## src/rtl/vslc_spi_mem_responder.sv

```systemverilog
// vslc_spi_mem_responder: SPI mode-0 target emulating a 25xx serial memory.
// Supports READ (0x03), WRITE (0x02) and RDSR (0x05). Other opcodes are ignored.
// SCK, CS_N and MOSI are oversampled in the clk domain. No logic is clocked by SCK.
// Ports:
//   clk, rst_n           system clock (>= 8x SCK) and async active-low reset
//   sck, cs_n, mosi      SPI inputs from the initiator
//   miso, miso_oe        responder data and its drive enable
//   mem_addr             memory address
//   mem_re               read strobe
//   mem_rdata            read data, valid one clk after mem_re
//   mem_we, mem_wdata    write strobe and write data
//   txn_done             pulse at cs_n deassert after at least one bit
module vslc_spi_mem_responder #(
  parameter int unsigned ADDR_W      = 10,
  parameter int unsigned SYNC_STAGES = 2
) (
  input  logic              clk,
  input  logic              rst_n,
  input  logic              sck,
  input  logic              cs_n,
  input  logic              mosi,
  output logic              miso,
  output logic              miso_oe,
  output logic [ADDR_W-1:0] mem_addr,
  output logic              mem_re,
  input  logic [7:0]        mem_rdata,
  output logic              mem_we,
  output logic [7:0]        mem_wdata,
  output logic              txn_done
);

  localparam logic [7:0] CMD_WRITE = 8'h02;
  localparam logic [7:0] CMD_READ  = 8'h03;
  localparam logic [7:0] CMD_RDSR  = 8'h05;

  typedef enum logic [2:0] {
    S_IDLE, S_CMD, S_ADDR_HI, S_ADDR_LO, S_DATA_RD, S_DATA_WR, S_STATUS, S_IGNORE
  } state_e;

  // Synchronizers reset to 0, including cs_n. A reset taken while cs_n is low
  // therefore never produces a false cs_n fall. The transfer in progress stays
  // dead until the initiator starts a new one.
  logic [SYNC_STAGES-1:0] sck_sync_q, cs_sync_q, mosi_sync_q;
  logic                   sck_prev_q, cs_prev_q;

  always_ff @(posedge clk or negedge rst_n) begin
    if (!rst_n) begin
      sck_sync_q  <= '0;
      cs_sync_q   <= '0;
      mosi_sync_q <= '0;
      sck_prev_q  <= 1'b0;
      cs_prev_q   <= 1'b0;
    end else begin
      sck_sync_q  <= {sck_sync_q[SYNC_STAGES-2:0], sck};
      cs_sync_q   <= {cs_sync_q[SYNC_STAGES-2:0], cs_n};
      mosi_sync_q <= {mosi_sync_q[SYNC_STAGES-2:0], mosi};
      sck_prev_q  <= sck_sync_q[SYNC_STAGES-1];
      cs_prev_q   <= cs_sync_q[SYNC_STAGES-1];
    end
  end

  logic sck_s, cs_s, mosi_s;
  logic sck_rise, sck_fall, cs_rise, cs_fall;

  assign sck_s    = sck_sync_q[SYNC_STAGES-1];
  assign cs_s     = cs_sync_q[SYNC_STAGES-1];
  assign mosi_s   = mosi_sync_q[SYNC_STAGES-1];
  assign sck_rise = sck_s & ~sck_prev_q;
  assign sck_fall = ~sck_s & sck_prev_q;
  assign cs_rise  = cs_s & ~cs_prev_q;
  assign cs_fall  = ~cs_s & cs_prev_q;

  state_e            state_q, state_d;
  logic [2:0]        bit_cnt_q, bit_cnt_d;
  logic [7:0]        shift_in_q, shift_in_d;
  logic [7:0]        shift_out_q, shift_out_d;
  logic [7:0]        addr_hi_q, addr_hi_d;
  logic              is_rd_q, is_rd_d;
  logic              any_bit_q, any_bit_d;
  logic              rd_wait_q, rd_wait_d;
  logic              miso_q, miso_d;
  logic              miso_oe_q, miso_oe_d;
  logic [ADDR_W-1:0] mem_addr_q, mem_addr_d;
  logic              mem_re_q, mem_re_d;
  logic              mem_we_q, mem_we_d;
  logic [7:0]        mem_wdata_q, mem_wdata_d;
  logic              txn_done_q, txn_done_d;

  // State and output registers.
  always_ff @(posedge clk or negedge rst_n) begin
    if (!rst_n) begin
      state_q     <= S_IDLE;
      bit_cnt_q   <= 3'd0;
      shift_in_q  <= 8'd0;
      shift_out_q <= 8'd0;
      addr_hi_q   <= 8'd0;
      is_rd_q     <= 1'b0;
      any_bit_q   <= 1'b0;
      rd_wait_q   <= 1'b0;
      miso_q      <= 1'b0;
      miso_oe_q   <= 1'b0;
      mem_addr_q  <= '0;
      mem_re_q    <= 1'b0;
      mem_we_q    <= 1'b0;
      mem_wdata_q <= 8'd0;
      txn_done_q  <= 1'b0;
    end else begin
      state_q     <= state_d;
      bit_cnt_q   <= bit_cnt_d;
      shift_in_q  <= shift_in_d;
      shift_out_q <= shift_out_d;
      addr_hi_q   <= addr_hi_d;
      is_rd_q     <= is_rd_d;
      any_bit_q   <= any_bit_d;
      rd_wait_q   <= rd_wait_d;
      miso_q      <= miso_d;
      miso_oe_q   <= miso_oe_d;
      mem_addr_q  <= mem_addr_d;
      mem_re_q    <= mem_re_d;
      mem_we_q    <= mem_we_d;
      mem_wdata_q <= mem_wdata_d;
      txn_done_q  <= txn_done_d;
    end
  end

  logic [7:0] byte_in;
  logic       byte_done;

  assign byte_in   = {shift_in_q[6:0], mosi_s};
  assign byte_done = sck_rise && (bit_cnt_q == 3'd7);

  // Next-state and output decode.
  always_comb begin
    state_d     = state_q;
    bit_cnt_d   = bit_cnt_q;
    shift_in_d  = shift_in_q;
    shift_out_d = shift_out_q;
    addr_hi_d   = addr_hi_q;
    is_rd_d     = is_rd_q;
    any_bit_d   = any_bit_q;
    rd_wait_d   = mem_re_q;
    miso_d      = miso_q;
    mem_addr_d  = mem_addr_q;
    mem_re_d    = 1'b0;
    mem_we_d    = 1'b0;
    mem_wdata_d = mem_wdata_q;
    txn_done_d  = 1'b0;

    // The address advances one cycle after a write strobe.
    // This keeps mem_addr stable for the whole strobe cycle.
    if (mem_we_q) mem_addr_d = mem_addr_q + ADDR_W'(1);

    if (cs_rise) begin
      state_d    = S_IDLE;
      bit_cnt_d  = 3'd0;
      txn_done_d = any_bit_q;
      any_bit_d  = 1'b0;
    end else if (state_q == S_IDLE) begin
      if (cs_fall) begin
        state_d   = S_CMD;
        bit_cnt_d = 3'd0;
        any_bit_d = 1'b0;
      end
    end else begin
      if (sck_rise) begin
        bit_cnt_d  = bit_cnt_q + 3'd1;
        shift_in_d = byte_in;
        any_bit_d  = 1'b1;
      end
      if (sck_fall && (state_q == S_DATA_RD || state_q == S_STATUS)) begin
        miso_d      = shift_out_q[7];
        shift_out_d = {shift_out_q[6:0], 1'b0};
      end
      if (byte_done) begin
        unique case (state_q)
          S_CMD: begin
            unique case (byte_in)
              CMD_READ:  begin state_d = S_ADDR_HI; is_rd_d = 1'b1; end
              CMD_WRITE: begin state_d = S_ADDR_HI; is_rd_d = 1'b0; end
              CMD_RDSR:  begin state_d = S_STATUS;  shift_out_d = 8'h00; end
              default:   state_d = S_IGNORE;
            endcase
          end
          S_ADDR_HI: begin
            addr_hi_d = byte_in;
            state_d   = S_ADDR_LO;
          end
          S_ADDR_LO: begin
            mem_addr_d = ADDR_W'({addr_hi_q, byte_in});
            if (is_rd_q) begin
              state_d  = S_DATA_RD;
              mem_re_d = 1'b1;
            end else begin
              state_d  = S_DATA_WR;
            end
          end
          S_DATA_RD: begin
            mem_addr_d = mem_addr_q + ADDR_W'(1);
            mem_re_d   = 1'b1;
          end
          S_DATA_WR: begin
            mem_we_d    = 1'b1;
            mem_wdata_d = byte_in;
          end
          S_STATUS: shift_out_d = 8'h00;
          default: ;
        endcase
      end
      // Fetched byte lands in the shift register well before the next SCK fall.
      if (state_q == S_DATA_RD && rd_wait_q) shift_out_d = mem_rdata;
    end

    miso_oe_d = (state_d == S_DATA_RD) || (state_d == S_STATUS);
    if (!miso_oe_d) miso_d = 1'b0;
  end

  assign miso      = miso_q;
  assign miso_oe   = miso_oe_q;
  assign mem_addr  = mem_addr_q;
  assign mem_re    = mem_re_q;
  assign mem_we    = mem_we_q;
  assign mem_wdata = mem_wdata_q;
  assign txn_done  = txn_done_q;

endmodule

```

## config.mk

```make
export PLATFORM = sky130hd
export DESIGN_NAME = vslc_spi_mem_responder
export DESIGN_NICKNAME = d
export VERILOG_FILES = /design/src/rtl/vslc_spi_mem_responder.sv
export SDC_FILE = /design/constraint.sdc
export NUM_CORES = 1
export LEC_CHECK = 0
export BUFFER_PORTS_ARGS = -buffer_cell sky130_fd_sc_hd__buf_2
export CORE_ASPECT_RATIO = 0.5
export CORE_MARGIN = 4
export CORE_UTILIZATION = 55
export CTS_BUF_LIST = sky130_fd_sc_hd__clkbuf_8
export DETAILED_ROUTE_END_ITERATION = 7
export MAX_ROUTING_LAYER = met4
export PLACE_DENSITY = 0.85
export SYNTH_ARGS = -nofsm -noshare
export SYNTH_HDL_FRONTEND = slang
export SYNTH_SLANG_ARGS = --single-unit
```

## constraint.sdc

```tcl
create_clock -name clk -period 6.25 [get_ports clk]
set_clock_uncertainty 0.2 [all_clocks]
set_input_delay 0.625 -clock clk [delete_from_list [all_inputs] [get_ports clk]]
set_output_delay 0.625 -clock clk [all_outputs]
set_load 0.05 [all_outputs]
```

## Yosys cells after proc, flatten, opt, wreduce, memory -nomap -nowiden

Cells that the tools add are included.

| storage, ports and cells | value |
|---|---|
| register bits | 57 |
| bits in latches | 0 |
| RAM bits | 0 |
| memory bits (read-only) | 0 |
| input port bits | 13 |
| word-level logic and storage cells | 104 |
| memories | 0 |

| cells by class | value |
|---|---|
| $add $sub $neg | 2 |
| $mul | 0 |
| divide/modulo/power cells | 0 |
| $lt $le $gt $ge | 0 |
| eq/ne operators | 16 |
| shifts and indexed selects | 0 |
| muxes and demuxes | 40 |
| bitwise gates (word level) | 10 |
| reductions and logical operators | 16 |

Operator list:

| kind | number |
|---|---|
| 10-bit two-way mux | 4 |
| 8-bit two-way mux | 4 |
| 3-bit two-way mux | 8 |
| 10-bit one-hot mux with 2 select lines | 1 |
| 3-bit equality test (second input constant) | 6 |
| 1-bit two-way mux | 18 |
| 8-bit by 2-bit equality test with 1-bit output (second input constant) | 2 |
| 8-bit one-hot mux with 2 select lines | 1 |
| 10-bit by 1-bit adder with 10-bit output (second input constant) | 1 |
| 3-bit one-hot mux with 3 select lines | 1 |
| 8-bit by 3-bit equality test with 1-bit output (second input constant) | 1 |
| 4-bit AND reduction | 2 |
| 3-bit by 2-bit equality test with 1-bit output (second input constant) | 2 |
| 1-bit NOT | 6 |
| 3-bit one-hot mux with 2 select lines | 1 |
| 3-bit AND reduction | 2 |
| 5-bit AND reduction | 1 |
| 1-bit bitwise AND | 4 |
| 2-bit != test (second input constant) | 2 |
| 1-bit one-hot mux with 2 select lines | 2 |
| 2-bit AND reduction | 2 |
| 3-bit by 1-bit adder with 3-bit output (second input constant) | 1 |
| 3-bit by 1-bit equality test with 1-bit output (second input constant) | 1 |
| 1-bit logical AND | 3 |
| other kinds (7) | 8 |

## Longest topological paths before layout

| depth | value |
|---|---|
| depth in word-level cells | 11 |
| mapped depth | 8 |

## Least setup slack after synthesis

OpenSTA, ideal clock, no wires.

| path | value |
|---|---|
| kind | register -> register |
| start point | reg cs_sync_q[1] |
| end point | reg mem_wdata_q[0], in the netlist mem_wdata[0] |
| setup time | 0.125 ns |
| arrival | 1.947 ns |
| data required time | 5.925 ns |
| path slack | 3.978 ns |
| cell stages (with the launch flop) | 7 |
| buffers on the path | 2 |
| period minus slack after synthesis | 2.272 ns |
| cell sequence | dfrtp_1 ha_1 clkbuf_1 nor4bb_1 clkbuf_1 nand4_1 mux2_2 |

| between the ends | value |
|---|---|
| word-level cells in the longest chain between the ends | 3 |

RTL lines:

| item | RTL line | text |
|---|---|---|
| start, declared | 43 | `logic [SYNC_STAGES-1:0] sck_sync_q, cs_sync_q, mosi_sync_q;` |
| start signal, assigned | 55 | `cs_sync_q <= {cs_sync_q[SYNC_STAGES-2:0], cs_n};` |
| 1-bit bitwise AND | 70 | `assign cs_rise = cs_s & ~cs_prev_q;` |
| 1-bit NOT (no line) | - |  |
| 4-bit AND reduction (no line) | - |  |
| end signal, assigned | 121 | `mem_wdata_q <= mem_wdata_d;` |
| end, declared | 86 | `logic [7:0] mem_wdata_q, mem_wdata_d;` |

No other way between the ends.
A chain may end at the register's enable or synchronous reset.

## Worst setup path after layout

| path | value |
|---|---|
| start point | reg state_q[1] |
| end point | reg shift_out_q[0] |

| between the ends | value |
|---|---|
| word-level cells in the longest chain between the ends | 8 |
| elaborated cells on any way between the ends | 14 |

RTL lines:

| item | RTL line | text |
|---|---|---|
| start, declared | 73 | `state_e state_q, state_d;` |
| start signal, assigned | 108 | `state_q <= state_d;` |
| 3-bit equality test, on equally long branches | 170, 210, 175 |  |
| 1-bit logical OR | 170 | `if (sck_fall && (state_q == S_DATA_RD \|\| state_q == S_STATUS)) begin` |
| 1-bit logical AND | 170 |  |
| 8-bit two-way mux | 170 |  |
| 8-bit two-way mux | 177 | `unique case (byte_in)` |
| 8-bit one-hot mux with 2 select lines | 175 | `unique case (state_q)` |
| 8-bit two-way mux | 174 | `if (byte_done) begin` |
| 8-bit two-way mux | 210 | `if (state_q == S_DATA_RD && rd_wait_q) shift_out_d = mem_rdata;` |
| end signal, assigned | 111 | `shift_out_q <= shift_out_d;` |
| end, declared | 76 | `logic [7:0] shift_out_q, shift_out_d;` |

Parallel ways exist; a longest one is shown, timed or not.

==> out/metrics.cfg <==
[power_and_ir_drop]
combPwrFrac_pct = 9.4
power.switching_fraction_pct = 27.1
internal_power_mw = 0.635
totalPowerFinal_mw = 0.871
power.sequential.fraction_pct = 49.7
p_sw_mw = 0.236
power.share.clock_pct = 40.8
power.density_mw_per_mm2 = 264
worst_ir_drop_vdd_mv = 0.153
static-leakage-power_nw = 1.55

[sta]
max-slew-margin-rel_pct = 31.2
period_share_pct = 41.6
setup_repair_after_global_routing_missed_its_margin = false
tightestPinTransition_ns = 1.02
clock.fmax_ghz = 0.385
final_hold_vio_count = 0
setup-tns-final_ns = 0
setup_viol = 0
timing.final.max_slew_violations = 0
timing.final.crit_period_ns = 2.60

[cells_and_area]
fin_nets = 312
area_growth_pct = 15.5
multi_input_comb_area_sq_mm = 0.00134
nFillCells = 372
layout.area.seq_sq_mm = 0.00143
antenna_cells = 0
drive_above_1_share_pct = 26.1

[grt]
grt_start_max_net_pins = 58
gr-total-overflow = 0
grt_antenna_before_repair = 0
grt_first_pass_wirelength_mm = 11.0
grt_use_total_pct = 23.5
number_of_global_route_vias_before_repair = 2188

[synthesis]
post_synth_inst_count = 259
dominant_register_cell_in_the_synthesized_netlist = sky130_fd_sc_hd__dfrtp_1
syn-mean-instance-area_sq_um = 11.0
postSynthNetCount = 277
synth_area_sq_mm = 0.00285
number_of_enable_flip_flop_cells_after_synthesis = 0
synth_async_sr_flop_share_pct = 100
synth_cell_types = 52
yosys_warns = 0
yosys_register_bits = 57
synth_seq_area_share_pct = 50.0

[detailed_routing]
detailedRoute.firstIterationViolations = 291
vias_per_cell = 6.24
total_via_count_after_detailed_routing = 2301
finalWirelength_mm = 6.62
drc = 0
detail_route.wl_per_cell_microns = 17.9
drt_first_pass_iters = 5
ant_nets = 0

[worst_setup_path]
cp-end-kind = flop
worst_path_top_cell_family_by_delay = simple AND/OR/NAND/NOR gates
worst_ep_arrival_time_ns = 2.58
cp-start-kind = flop
timing_worst_setup_path_type = flop to flop
endpoint_required_time_on_the_critical_path_ns = 6.23
crit_chain = or4_1 -> or3_4 -> o41ai_4 -> o21ai_0
critPathSlowestCell = sky130_fd_sc_hd__or4_1
cpPeakStageDelay_ns = 0.60
timing.critical_path.fanout_max = 14
crit_buf_inv = 0

[die]
ioPinCount = 36
placementRows = 18
die_h_microns = 58.9
die_extent_in_x_microns = 110
initial_utilization_pct = 57.3
dieArea_sq_mm = 0.00647
coreArea_sq_mm = 0.00498

[clock_tree]
tritoncts = yes
clkTransAtPathRegs_ns = 0.07
cts_sinks = 57
cts_setup_buffers = 0
ctsHoldBuffers = 0
cts_htree_levels = 3
cts-buffers-inserted = 9
worst_skew_pair.late_latency_ns = 0.34
cts_resized = 0
cts.root.buffer_cell = sky130_fd_sc_hd__clkbuf_8
clockBufferDepth = 2

[placed_design]
final_hpwl_from_detailed_placement_mm = 4.30
gpl.final_weighted_congestion = 0.906
port-buffer-count = 35

[outcome]
run_status = complete, no violations

[hold_path]
worstHoldPathType = flop to flop

[run]
drv_cap = 0

[kinds of logic (layout without fill, tap and decap cells)]
kind of cell / Yosys count / in the layout / share of synthesized area, %
compound gates: 70 / 70 / 18.5
xor+xnor: 10 / 10 / 3.07
fa+ha+maj: 5 / 5 / 2.19
buf+inv: 23 / 63 / 3.07
flops: 57 / 57 / 50.0
mux: 21 / 21 / 8.20
simple gates: 73 / 73 / 15.0
[power by group through the flow]
stage / logic [mW] / registers (mW) / clock network, mW
after global routing: 0.0892 / 0.436 / 0.380
after detailed placement: 0.0799 / 0.437 / 0
after CTS: 0.0825 / 0.430 / 0.360
after floorplan: 0.0612 / 0.418 / 0
final: 0.0820 / 0.433 / 0.356
after global placement: 0.0775 / 0.433 / 0
[stage by stage]
step                instance area, sq um  cells  setup slack [ns]  utilization, %  hold WS [ns]
finish                              3290    369              3.65            66.2         0.148
global placement                    3090    353              3.82            62.0         0.132
detailed placement                  3090    353              3.75            62.0         0.135
CTS                                 3290    369              3.67            66.2         0.150
floorplan                           2850    259              3.98               -         0.129
global route                        3290    369              3.42            66.2         0.166
[cells in the mapped netlist (2+ instances only)]
cell                         n  area, sq um
sky130_fd_sc_hd__nand2b_1    6         37.5
sky130_fd_sc_hd__a21oi_1    11         55.1
sky130_fd_sc_hd__nor3b_1     3         22.5
sky130_fd_sc_hd__a2111oi_0   8         70.1
sky130_fd_sc_hd__o21ai_0     4         20.0
sky130_fd_sc_hd__o211a_1     3         30.0
sky130_fd_sc_hd__a211oi_1   12         90.1
sky130_fd_sc_hd__o22ai_1     8         50.1
sky130_fd_sc_hd__ha_1        5         62.6
sky130_fd_sc_hd__nor4_1      5         31.3
sky130_fd_sc_hd__and2_1      4         25.0
sky130_fd_sc_hd__xor2_1      4         35.0
sky130_fd_sc_hd__dfrtp_1    57         1430
sky130_fd_sc_hd__nand2_1     9         33.8
sky130_fd_sc_hd__inv_1       8         30.0
sky130_fd_sc_hd__nor3_1      4         20.0
sky130_fd_sc_hd__nand4bb_1   3         33.8
sky130_fd_sc_hd__mux2i_1     2         20.0
sky130_fd_sc_hd__xnor2_1     6         52.6
sky130_fd_sc_hd__a22o_1      2         17.5
sky130_fd_sc_hd__nand3_1     5         25.0
sky130_fd_sc_hd__nand4_1     5         31.3
sky130_fd_sc_hd__o31ai_1     2         15.0
sky130_fd_sc_hd__a21o_1      4         30.0
sky130_fd_sc_hd__mux2_2     19          214
sky130_fd_sc_hd__or4_1       2         15.0
sky130_fd_sc_hd__clkbuf_1   13         48.8
sky130_fd_sc_hd__nor2_1     16         60.1
sky130_fd_sc_hd__nand4b_1    2         17.5
sky130_fd_sc_hd__a22oi_1     5         37.5
[registers in the layout, summed over array words and instances, names as in the netlist]
register and count:
mem_re 1, mem_addr 10, miso_oe 1, addr_hi_q 2
shift_out_q 8, txn_done 1, mem_we 1, rd_wait_q 1
miso 1, state_q 3, is_rd_q 1, any_bit_q 1
mem_wdata 8, mosi_sync_q 2, shift_in_q 7, sck_prev_q 1
sck_sync_q 2, bit_cnt_q 3, cs_prev_q 1, cs_sync_q 2
[layer usage]
| layer | wire [microns] | track usage, % | up-vias |
|---|---|---|---|
| met3 | 551 | 8.21 | 8 |
| li1 | - | - | 1052 |
| met5 | 0 | - | - |
| met1 | 2990 | 31.6 | 1144 |
| met2 | 3020 | 34.4 | 97 |
| met4 | 61 | 5.86 | 0 |
[area by class of cell]
type | count | share of cell area (%)
clock inverter | 5 | 1.67
multi-input combinational | 179 | 40.6
sequential | 57 | 43.3
inverter | 8 | 0.912
timing repair buffer | 39 | 6.23
clock buffer | 11 | 4.60
tap | 70 | 2.66
[path summary, 6_finish.rpt]
path,cells past startpoint,to,start,slack [ns]
min in group asynchronous,2,shift_out_q[5],rst_n,0.20
setup reg to reg,4,shift_out_q[0],state_q[1],3.65
hold / removal,0,mosi_sync_q[1],mosi_sync_q[0],0.15
hold reg to reg,0,mosi_sync_q[1],mosi_sync_q[0],0.15
setup / recovery,4,shift_out_q[0],state_q[1],3.65
max in group asynchronous,2,shift_out_q[0],rst_n,5.17
[cell usage in the layout (no fill, tap or decap), types with 4 or more instances in the layout]
cell type                   synthesis  layout
sky130_fd_sc_hd__ha_1               5       5
sky130_fd_sc_hd__a211oi_1          12      12
sky130_fd_sc_hd__xor2_1             4       4
sky130_fd_sc_hd__and2_1             4       4
sky130_fd_sc_hd__nor3_1             4       4
sky130_fd_sc_hd__inv_1              8       9
sky130_fd_sc_hd__a21oi_1           11      11
sky130_fd_sc_hd__mux2_2            19      19
sky130_fd_sc_hd__xnor2_1            6       6
sky130_fd_sc_hd__nand3_1            5       5
sky130_fd_sc_hd__buf_2              1      35
sky130_fd_sc_hd__nand4_1            5       5
sky130_fd_sc_hd__a2111oi_0          8       8
sky130_fd_sc_hd__o22ai_1            8       8
sky130_fd_sc_hd__dfrtp_1           57      57
sky130_fd_sc_hd__a21o_1             4       4
sky130_fd_sc_hd__nor2_1            16      16
sky130_fd_sc_hd__a22oi_1            5       5
sky130_fd_sc_hd__clkbuf_8           0      11
sky130_fd_sc_hd__o21ai_0            4       4
sky130_fd_sc_hd__nand2b_1           6       6
sky130_fd_sc_hd__nand2_1            9       9
sky130_fd_sc_hd__buf_4              0       4
sky130_fd_sc_hd__nor4_1             5       5
(Power assumes the default switching activity.)
